[config.mk]
export PLATFORM = sky130hd
export DESIGN_NAME = adc_avg_ctrl
export DESIGN_NICKNAME = d
export VERILOG_FILES = /design/src/rtl/adc_avg_ctrl.sv
export SDC_FILE = /design/constraint.sdc
export NUM_CORES = 1
export LEC_CHECK = 0
export BUFFER_PORTS_ARGS = -buffer_cell sky130_fd_sc_hd__buf_2
export CORE_MARGIN = 2
export CORE_UTILIZATION = 64
export DETAILED_ROUTE_END_ITERATION = 16
export GPL_ROUTABILITY_DRIVEN = 0
export PLACE_DENSITY = 0.94
export SYNTH_ARGS = -nofsm -noshare
export SYNTH_HDL_FRONTEND = slang
export SYNTH_SLANG_ARGS = --single-unit
export TNS_END_PERCENT = 50
[constraint.sdc]
create_clock -name sys_clk -period 6.3 [get_ports sys_clk]
set_input_delay 0.315 -clock sys_clk [delete_from_list [all_inputs] [get_ports sys_clk]]
set_output_delay 0.315 -clock sys_clk [all_outputs]
set_load 0.02 [all_outputs]
[src/rtl/adc_avg_ctrl.sv]
// Sequences an 8-bit parallel ADC: generates ad_clk, averages 2^AVG_LOG2 captures,
// scales the mean to millivolts and offers it to the display over valid/ready.
`timescale 1ns/1ps
module adc_avg_ctrl #(
  parameter int unsigned CLK_DIV  = 25,
  parameter int unsigned AVG_LOG2 = 3,
  parameter int unsigned VREF_MV  = 5000
) (
  input  logic        sys_clk,
  input  logic        sys_rst,
  input  logic        en,
  input  logic [7:0]  ad_data,
  input  logic        volt_rdy,
  output logic        ad_clk,
  output logic [15:0] volt_mv,
  output logic        volt_vld,
  output logic        busy
);

  localparam int unsigned DATA_W     = 8;
  localparam int unsigned VOLT_W     = 16;
  localparam int unsigned DIV_PERIOD = 2 * CLK_DIV;
  localparam int unsigned DIV_W      = (DIV_PERIOD > 1) ? $clog2(DIV_PERIOD) : 1;
  localparam int unsigned ACC_W      = DATA_W + AVG_LOG2;
  localparam int unsigned SMP_W      = AVG_LOG2 + 1;
  localparam int unsigned N_SMP      = 1 << AVG_LOG2;
  localparam int unsigned VREF_W     = $clog2(VREF_MV + 1);
  localparam int unsigned PROD_W     = (DATA_W + VREF_W > 24) ? (DATA_W + VREF_W) : 24;

  localparam logic [DIV_W-1:0] DIV_LAST = DIV_W'(DIV_PERIOD - 1);
  localparam logic [DIV_W-1:0] DIV_HIGH = DIV_W'(CLK_DIV);
  localparam logic [SMP_W-1:0] SMP_LAST = SMP_W'(N_SMP - 1);

  typedef enum logic [1:0] {
    S_IDLE,
    S_SAMPLE,
    S_CALC,
    S_HOLD
  } state_e;

  state_e              state_q, state_d;
  logic [DIV_W-1:0]    div_q, div_d;
  logic [SMP_W-1:0]    smp_q, smp_d;
  logic [ACC_W-1:0]    acc_q, acc_d;
  logic                ad_clk_q, ad_clk_d;
  logic [VOLT_W-1:0]   volt_q, volt_d;
  logic                vld_q, vld_d;
  logic                busy_q, busy_d;

  logic [DATA_W-1:0]   avg_c;
  logic [PROD_W-1:0]   prod_c;

  // Mean of the block and its millivolt scaling; acc has headroom for N full-scale codes.
  assign avg_c  = DATA_W'(acc_q >> AVG_LOG2);
  assign prod_c = PROD_W'(avg_c) * PROD_W'(VREF_MV);

  always_ff @(posedge sys_clk or posedge sys_rst) begin
    if (sys_rst) begin
      state_q  <= S_IDLE;
      div_q    <= '0;
      smp_q    <= '0;
      acc_q    <= '0;
      ad_clk_q <= 1'b0;
      volt_q   <= '0;
      vld_q    <= 1'b0;
      busy_q   <= 1'b0;
    end else begin
      state_q  <= state_d;
      div_q    <= div_d;
      smp_q    <= smp_d;
      acc_q    <= acc_d;
      ad_clk_q <= ad_clk_d;
      volt_q   <= volt_d;
      vld_q    <= vld_d;
      busy_q   <= busy_d;
    end
  end

  // Counters and accumulator are only live in SAMPLE; every other state parks them at zero.
  always_comb begin
    state_d = state_q;
    div_d   = '0;
    smp_d   = '0;
    acc_d   = '0;
    volt_d  = volt_q;
    vld_d   = vld_q;

    unique case (state_q)
      S_IDLE: begin
        if (en) state_d = S_SAMPLE;
      end
      S_SAMPLE: begin
        div_d = div_q;
        smp_d = smp_q;
        acc_d = acc_q;
        if (div_q == DIV_LAST) begin
          div_d = '0;
          acc_d = acc_q + ACC_W'(ad_data);
          smp_d = smp_q + SMP_W'(1);
          if (smp_q == SMP_LAST) state_d = S_CALC;
        end else begin
          div_d = div_q + DIV_W'(1);
        end
      end
      S_CALC: begin
        volt_d  = VOLT_W'(prod_c >> 8);
        vld_d   = 1'b1;
        state_d = S_HOLD;
      end
      S_HOLD: begin
        if (volt_rdy) begin
          vld_d   = 1'b0;
          state_d = en ? S_SAMPLE : S_IDLE;
        end
      end
      default: state_d = S_IDLE;
    endcase

    // ad_clk is high for the first CLK_DIV counts of each conversion period.
    ad_clk_d = (state_d == S_SAMPLE) && (div_d < DIV_HIGH);
    busy_d   = (state_d != S_IDLE);
  end

  assign ad_clk   = ad_clk_q;
  assign volt_mv  = volt_q;
  assign volt_vld = vld_q;
  assign busy     = busy_q;

endmodule

# Yosys cells after proc, flatten, opt, wreduce, memory -nomap -nowiden
# Cells that the tools add are included.
# word_totals
reg_bits,39
input_bits,12
word_cells,40
# classes
add_sub_neg,3
n_mul,1
magnitude_cmp,1
eq_ne,8
mux,14
n_reduce_logical,5
# op_table
cell,n
11-bit two-way mux,2
8-bit by 10-bit multiplier with 18-bit output (second input constant),1
6-bit two-way mux,2
11-bit by 8-bit adder with 11-bit output,1
2-bit two-way mux,4
4-bit two-way mux,2
2-bit one-hot mux with 4 select lines,1
6-bit by 1-bit adder with 6-bit output (second input constant),1
6-bit equality test (second input constant),1
6-bit by 5-bit less-than comparator with 1-bit output (second input constant),1
4-bit by 1-bit adder with 4-bit output (second input constant),1
2-bit by 1-bit equality test with 1-bit output (second input constant),2
2-bit equality test (second input constant),2
4-bit by 3-bit equality test with 1-bit output (second input constant),1
2-bit != test (second input constant),2
2-bit nonzero test,2
2-bit zero test,1
1-bit two-way mux,2
1-bit one-hot mux with 2 select lines,1
2-bit AND reduction,1
1-bit logical AND,1

# Longest topological paths before layout
# Gate-level depths: netlist of the first run.
# depth
depth_word,6
ltp_mapped,13
mapped_depth_nobuf,13

# Worst setup path before layout of the first run
# OpenSTA, ideal clock, no wires.
# synth_timing
path_kind,reg-to-reg
startpoint,register acc_q[8]
endpoint,register volt_q[10] (netlist: volt_mv[10])
setup_ns,0.120
arrival_time_ns,3.452
path_slack_ns,2.729
stages_incl_launch_ff,14
path_buffers,0
synth_period_minus_slack_ns,3.571
path_cell_list,dfrtp_1 fa_1 inv_1 fa_1 inv_1 ha_1 inv_1 fa_1 inv_1 ha_1 a21oi_1 o21ai_0 or3_1 a31o_1
# synth_between
elab_chain_len,1
# synth_rtl
item,line_no,source
"start, declared",44,"logic [ACC_W-1:0] acc_q, acc_d;"
"start signal, assigned",62,acc_q <= '0;
"start signal, assigned",71,acc_q <= acc_d;
8-bit by 10-bit multiplier with 18-bit output,55,assign prod_c = PROD_W'(avg_c) * PROD_W'(VREF_MV);
"end signal, assigned",73,volt_q <= volt_d;
"end, declared",46,"logic [VOLT_W-1:0] volt_q, volt_d;"
# Every way passes these cells.
# A chain may end at the register's enable or synchronous reset.

# Worst setup path in the final report of the first run
# Ends and elaborated chain as after synthesis.

==> run_results.csv, run 1 <==
group,metric,value,unit
outcome,outcome,"completed",
routing,vias,2426,
timing,clock_skew,0.003959,ns
clock_network,cts_setup_buffers,0,
synth,synth-edff-count,0,
routing,detail_route.first_pass.iterations,6,
global_routing,grt_pass1_vias,2420,
critical_path,max_stage_delay,0.57,ns
timing,final-hold-violation-count,0,
synth,synth-async-reset-ratio,100.0,%
die,die_area,5403,um^2
timing,setup-tns-final,0,ns
global_routing,grt-ovfl-total,0,
global_routing,grt_pass1_wl,10.70,mm
run,maxCapViolCount,0,
final_layout,seq_area,975.9,um^2
critical_path,cp_num_buf_inv,4,
die,coreArea,4692,um^2
power_and_ir_drop,power.internal,641.0,uW
synth,synth_top_area_share,31.57,%
synth,synth_area_leader_cell,"dfrtp_1",
final_layout,nets,427,
timing,finalCritPeriodShare,62.09,%
synth,synth_seq_cells,39,
worst_hold_path,min_path_type,"input port to asynchronous set/reset pin",
timing,fmax,255.7,MHz
clock_network,cts_tree,"yes",
power_and_ir_drop,clkPwrFrac,19.0,%
synth,synth.area.top_cells,"dfrtp_1 (32%), ha_1 (20%), fa_1 (8.4%), nand2_1 (4.6%), inv_1 (3.8%)",
critical_path,crit_slowest_cell,"fa_1",
clock_network,ctsHoldBuffers,0,
critical_path,criticalPathCategory,"register to register",
timing,fin_ws,2.389,ns
final_layout,n_fill_cell,335,
die,die_w,73.51,um
synth,syn_area,3092,um^2
critical_path,crit_fanout,7,
clock_network,cts_buffers,5,
timing,finalSetupViolations,0,
clock_network,cts_sinks,39,
synth,ys.flop_type,"dfrtp_1",
critical_path,cp_data_arrival_time,4.10,ns
critical_path,cp-start-kind,"register",
synth,yosysWarnings,0,
power_and_ir_drop,power.switching,446.9,uW
timing,rsz0062_at_grt,"no",
clock_network,clockBufferDepth,2,
power_and_ir_drop,p_per_area,323.6,nW/um^2
die,ios,31,
critical_path,required,6.48,ns
placement,dpl.hpwl,4.641,mm
timing,slew_headroom,51.69,%
timing,finalCriticalPeriod,3.911,ns
power_and_ir_drop,sw_frac_of_total,41.08,%
synth,syn_inst,326,
final_layout,area_growth,8.741,%
routing,post_drt_wl_per_cell,15.41,um
power_and_ir_drop,pwr-share-seq,33.9,%
die,die_y,73.51,um
power_and_ir_drop,p_leak,1.835,nW
power_and_ir_drop,vdd_ir_drop_max,249.0,uV
routing,dr.first_iter.drc_count,79,
clock_network,postCtsResizedCells,0,
critical_path,cpMostUsedCell,"inv_1",
final_layout,drive_above_1_share,11.61,%
clock_network,root_buffer,"clkbuf_8",
routing,drc,0,
final_layout,fin_cells,407,
routing,routed_wl,6.270,mm
placement,placed_cells,400,
critical_path,path_depth,13,
synth,synth-seq-area-share,31.57,%
die,start_util,65.89,%
synth,syn_area_per_cell,9.484,um^2
final_layout,multi_input_area,1946,um^2
global_routing,grt_antenna_before_repair,0,
synth,ys_types,47,
clock_network,insertion_delay,0.29,ns
timing,maxSlewViolCount,0,
placement,port-buffer-count,27,
global_routing,grt_max_degree,40,
global_routing,groute.usage.overall,25.77,%
power_and_ir_drop,power_frac_comb,47.2,%
critical_path,rr_worst_depth,13,
die,rows,25,
timing,worst_pin_slew,0.7247,ns
routing,via_per_inst,5.961,
critical_path,cp_cell_sequence,"fa_1 > inv_1 > fa_1 > inv_1 > ha_1 > inv_1 > fa_1 > inv_1 > ha_1 > a21oi_1 > o21ai_0 > or3_1 > a31o_1",
critical_path,worst_path_dominant_cell_family,"adder cells",
critical_path,end_kind,"register",
final_layout,diodes,0,
clock_network,htree_levels,2,
clock_network,clkSlewWorstSetupHoldPaths,0.08,ns
placement,place_ws,2.484,ns
routing,ant_nets,0,
## stage by stage
step / cell area (um^2) / utilization (%) / power (mW) / hold slack, ns
floorplan: 3099 / - / 0.7569 / 0.4283
global placement: 3256 / 69.39 / 0.8391 / 0.4530
detailed placement: 3256 / 69.39 / 0.8736 / 0.4604
CTS: 3362 / 71.65 / 1.094 / 0.1418
global route: 3362 / 71.65 / 1.185 / 0.1968
finish: 3362 / 71.65 / 1.088 / 0.1302
## path summary, 6_finish.rpt
kind                            start          end  slack, ns
max                          acc_q[8]  volt_mv[10]       2.39
min                           sys_rst         busy       0.13
max reg2reg                  acc_q[8]  volt_mv[10]       2.39
min reg2reg                volt_mv[7]   volt_mv[7]       0.47
max in group asynchronous     sys_rst   volt_mv[9]       5.84
min in group sys_clk               en         busy       0.27
## state kept, by name, summed over array words and instances (netlist names)
register / cells
volt_mv: 13
state_q: 2
div_q: 6
acc_q: 11
busy: 1
volt_vld: 1
smp_q: 4
ad_clk: 1
## cell families after synthesis
kind of cell | after synthesis | share of synthesized area (%)
and+or+nand+nor | 98 | 15.26
AOI/OAI and AO/OA | 69 | 14.81
adders and majority gates | 62 | 28.25
buffers and inverters | 42 | 5.746
DFF | 39 | 31.57
xor gates and xnor gates | 15 | 4.249
other | 1 | 0.1213
## cell usage in the layout (no fill, tap or decap), types with 2 or more instances in the layout
cell type   n
nand2_1    38
xor2_1      8
nor3_1      3
o31a_1      2
dfrtp_1    39
nand3_1    10
nand2b_1    3
a211o_1     2
fa_1       13
inv_1      31
or3_1       5
buf_4       2
a22o_1      2
ha_1       49
nor2_1     17
a211oi_1    7
buf_2      27
o21ai_0    15
nand4_1     5
xnor2_1     7
and3_1      3
and2_1      3
a21oi_1    20
o21a_1      2
clkbuf_8    5
nor2b_1     3
a21o_1      8
conb_1      3
o211ai_1    2
## layout make-up
| cell class | instances | area share [%] |
|---|---|---|
| Sequential cell | 39 | 29.03 |
| Tap cell | 54 | 2.010 |
| Multi-Input combinational cell | 247 | 57.87 |
| Timing Repair Buffer | 29 | 4.466 |
| Clock buffer | 5 | 2.047 |
| Clock inverter | 2 | 1.116 |
| Inverter | 31 | 3.461 |
## synthesized netlist by cell type, types with 2 or more instances
cell type  instances
a211oi_1           7
fa_1              13
clkbuf_1           6
inv_1             31
nand2b_1           3
o31a_1             2
o21a_1             2
xnor2_1            7
xor2_1             8
a21oi_1           20
o21ai_0           15
or3_1              5
and3_1             3
and2_1             3
nor2b_1            3
ha_1              49
nor2_1            17
nor3_1             3
a211o_1            2
a22o_1             2
nand3_1           10
a21o_1             8
dfrtp_1           39
nand4_1            5
buf_4              3
nand2_1           38
o211ai_1           2
## worst min-delay path, cell delays in order
cell   delay (ns)
buf_2        0.10
inv_1        0.04
buf_4        0.42
## layer usage
layer | up-vias | share of wire (%) | track usage [%]
met2 | 81 | 51 | 45.24
li1 | 1186 | - | -
met3 | 29 | 3.9 | 4.938
met4 | 0 | 3.3 | 11.92
met1 | 1130 | 42 | 30.18
met5 | - | 0 | 0
## power groups by stage
| stage | logic (mW) | clock network (mW) | registers (mW) |
|---|---|---|---|
| 3_5_place_dp | 0.504 | 0 | 0.370 |
| 5_1_grt | 0.587 | 0.222 | 0.375 |
| 4_1_cts | 0.517 | 0.210 | 0.367 |
| 2_1_floorplan | 0.393 | 0 | 0.364 |
| 6_report | 0.513 | 0.206 | 0.369 |
| 3_3_place_gp | 0.474 | 0 | 0.365 |
No activity file was read; power rests on OpenSTA's default activity.
==> inputs of run 2 (changes only) <==
--- a/config.mk
+++ b/config.mk
@@ -7,10 +7,10 @@
 export LEC_CHECK = 0
 export BUFFER_PORTS_ARGS = -buffer_cell sky130_fd_sc_hd__buf_2
 export CORE_MARGIN = 2
-export CORE_UTILIZATION = 64
+export CORE_UTILIZATION = 60
 export DETAILED_ROUTE_END_ITERATION = 16
 export GPL_ROUTABILITY_DRIVEN = 0
-export PLACE_DENSITY = 0.94
+export PLACE_DENSITY = 0.9
 export SYNTH_ARGS = -nofsm -noshare
 export SYNTH_HDL_FRONTEND = slang
 export SYNTH_SLANG_ARGS = --single-unit
==> constraint.sdc (replaced) <==
create_clock -name sys_clk -period 4 [get_ports sys_clk]
set_input_delay 0.2 -clock sys_clk [delete_from_list [all_inputs] [get_ports sys_clk]]
set_output_delay 0.2 -clock sys_clk [all_outputs]
set_load 0.02 [all_outputs]
==> run 2 against run 1 <==
  * Global-route usage fell by 2.4 points
  * Count of clock-buffer cells in the layout unchanged
  * Worst hold slack got worse by 0.12 ns
  * Maximum frequency up 3.3%
  * Largest power group unchanged
  * Via count shrank 0.62%
  * Power up 57%
  * Critical path depth stayed put
  * Sequential share of layout area is 0.25 points lower
  * Critical path type unchanged
==> run_results.csv, run 2 (synthesis gave the netlist of run 1 again) <==
group,metric,value,unit
global_routing,grt-ovfl-total,0,
timing,fmax,264.2,MHz
final_layout,layout_common_cells,"ha_1 (49), dfrtp_1 (39), nand2_1 (38)",
final_layout,fin_util,67.25,%
die,die_w,75.79,um
power_and_ir_drop,vdd_ir_drop_max,333.9,uV
power_and_ir_drop,power_frac_comb,46.8,%
final_layout,area_growth,9.672,%
global_routing,busiest_layer,"met2",
final_layout,multi_input_area,1954,um^2
critical_path,rrSetupSlack,0.21,ns
power_and_ir_drop,p_leak,1.836,nW
clock_network,clockBufferDepth,2,
routing,via_per_inst,5.700,
timing,rsz0062_at_grt,"no",
final_layout,final_common_cell,"ha_1",
critical_path,r2r_end,"volt_mv[10]",
critical_path,criticalPathCategory,"register to register",
timing,final-hold-violation-count,0,
die,die_y,75.79,um
clock_network,clkSlewWorstSetupHoldPaths,0.09,ns
critical_path,rr_startpoint,"acc_q[8]",
clock_network,ctsHoldBuffers,0,
routing,drc,0,
power_and_ir_drop,p_per_area,503.6,nW/um^2
power_and_ir_drop,power.internal,1.008,mW
global_routing,grt_max_degree,40,
power_and_ir_drop,pwr-share-seq,33.7,%
clock_network,insertion_delay,0.30,ns
clock_network,root_buffer,"clkbuf_8",
timing,maxSlewViolCount,0,
critical_path,cpMostUsedCell,"inv_1",
placement,port-buffer-count,27,
global_routing,grt_pass1_vias,2311,
final_layout,n_fill_cell,384,
outcome,outcome,"completed",
critical_path,cp_data_arrival_time,3.99,ns
final_layout,seq_area,975.9,um^2
clock_network,cts_tree,"yes",
final_layout,drive_above_1_share,12.18,%
final_layout,largest_reg_flops,13,
die,ios,31,
critical_path,end_kind,"register",
global_routing,grtUsageMet3,4.365,%
routing,detail_route.first_pass.iterations,4,
die,die_area,5743,um^2
critical_path,cp_cell_sequence,"fa_1 > inv_1 > fa_1 > inv_1 > ha_1 > inv_1 > fa_1 > inv_1 > ha_1 > a21oi_2 > o21ai_0 > or3_1 > a31o_1",
clock_network,cts_setup_buffers,0,
timing,finalCritPeriodShare,94.63,%
final_layout,diodes,0,
timing,slew_headroom,51.85,%
routing,dr.first_iter.drc_count,96,
timing,worst_pin_slew,0.7222,ns
die,coreArea,5042,um^2
die,rows,26,
timing,setup-tns-final,0,ns
timing,finalCriticalPeriod,3.785,ns
die,start_util,61.32,%
routing,ant_nets,0,
clock_network,cts_sinks,39,
power_and_ir_drop,sw_frac_of_total,40.99,%
worst_hold_path,min_path_type,"input port to asynchronous set/reset pin",
critical_path,rr_worst_depth,13,
placement,dpl.hpwl,4.496,mm
final_layout,nets,427,
critical_path,required,4.20,ns
timing,clock_skew,0.01634,ns
run,maxCapViolCount,0,
global_routing,use_met2,39.85,%
clock_network,htree_levels,2,
global_routing,grt_pass1_wl,10.18,mm
critical_path,max_stage_delay,0.57,ns
critical_path,crit_fanout,7,
clock_network,cts_buffers,5,
clock_network,postCtsResizedCells,0,
routing,vias,2411,
global_routing,groute.usage.overall,23.34,%
critical_path,cp-start-kind,"register",
routing,routed_wl,6.161,mm
critical_path,crit_slowest_cell,"fa_1",
global_routing,met1_usage,28.73,%
timing,finalSetupViolations,0,
global_routing,grt_antenna_before_repair,0,
power_and_ir_drop,power.switching,700.1,uW
routing,post_drt_wl_per_cell,14.57,um
power_and_ir_drop,clkPwrFrac,19.5,%
## run 2: cell counts in the layout (fill, tap and decap cells not counted)
No cell type changed its count.
## run 2: metal layers
layer  routed length [um]  vias up
li1                     -     1175
met2                 3031       67
met1                 2676     1153
met4                  170        0
met3                  283       16
met5                    0        -
## run 2: final cells by class
cell class              count  share of cell area, %
flip-flops and latches     39                  28.78
well taps                  70                  2.583
clock inverters             2                  1.107
inverters                  31                  3.432
multi-input cells         247                  57.64
clock buffers               5                  2.030
repair buffers             29                  4.428
## run 2: worst max-delay path by stage
| stage | depth (start not counted) | startpoint | end | slack, ns |
|---|---|---|---|---|
| after floorplan | 13 | acc_q[8] | volt_mv[10] | 0.43 |
| after global placement | 13 | acc_q[8] | volt_mv[10] | 0.34 |
| after detailed placement | 13 | acc_q[8] | volt_mv[10] | 0.20 |
| after CTS | 13 | acc_q[8] | volt_mv[10] | 0.18 |
| after global routing | 13 | acc_q[8] | volt_mv[10] | 0.03 |
| final | 13 | acc_q[8] | volt_mv[10] | 0.21 |
## run 2: critical path: cells and delay by family (launching register included)
family	cells	cell delay [ns]
flip-flops	1	0.48
buffers and inverters	4	0.20
AND/OR/NAND/NOR	1	0.33
adder cells (fa/ha/maj)	5	2.12
AO/OA/AOI/OAI	3	0.56
## run 2: through the flow
step	power [mW]	hold slack [ns]	setup WS [ns]	instance area (um^2)	instances
floorplan	1.192	0.3133	0.4288	3099	328
global placement	1.324	0.3400	0.3416	3276	416
detailed placement	1.369	0.3452	0.1987	3276	416
CTS	1.712	0.02693	0.1801	3382	423
global route	1.853	0.06601	0.03106	3391	423
finish	1.708	0.005227	0.2147	3391	423
## run 2: power groups by stage
stage	sequential (mW)	combinational (mW)	clock, mW
2_1_floorplan	0.574	0.618	0
3_3_place_gp	0.575	0.749	0
3_5_place_dp	0.580	0.789	0
4_1_cts	0.574	0.802	0.336
5_1_grt	0.587	0.916	0.350
6_report	0.575	0.799	0.333
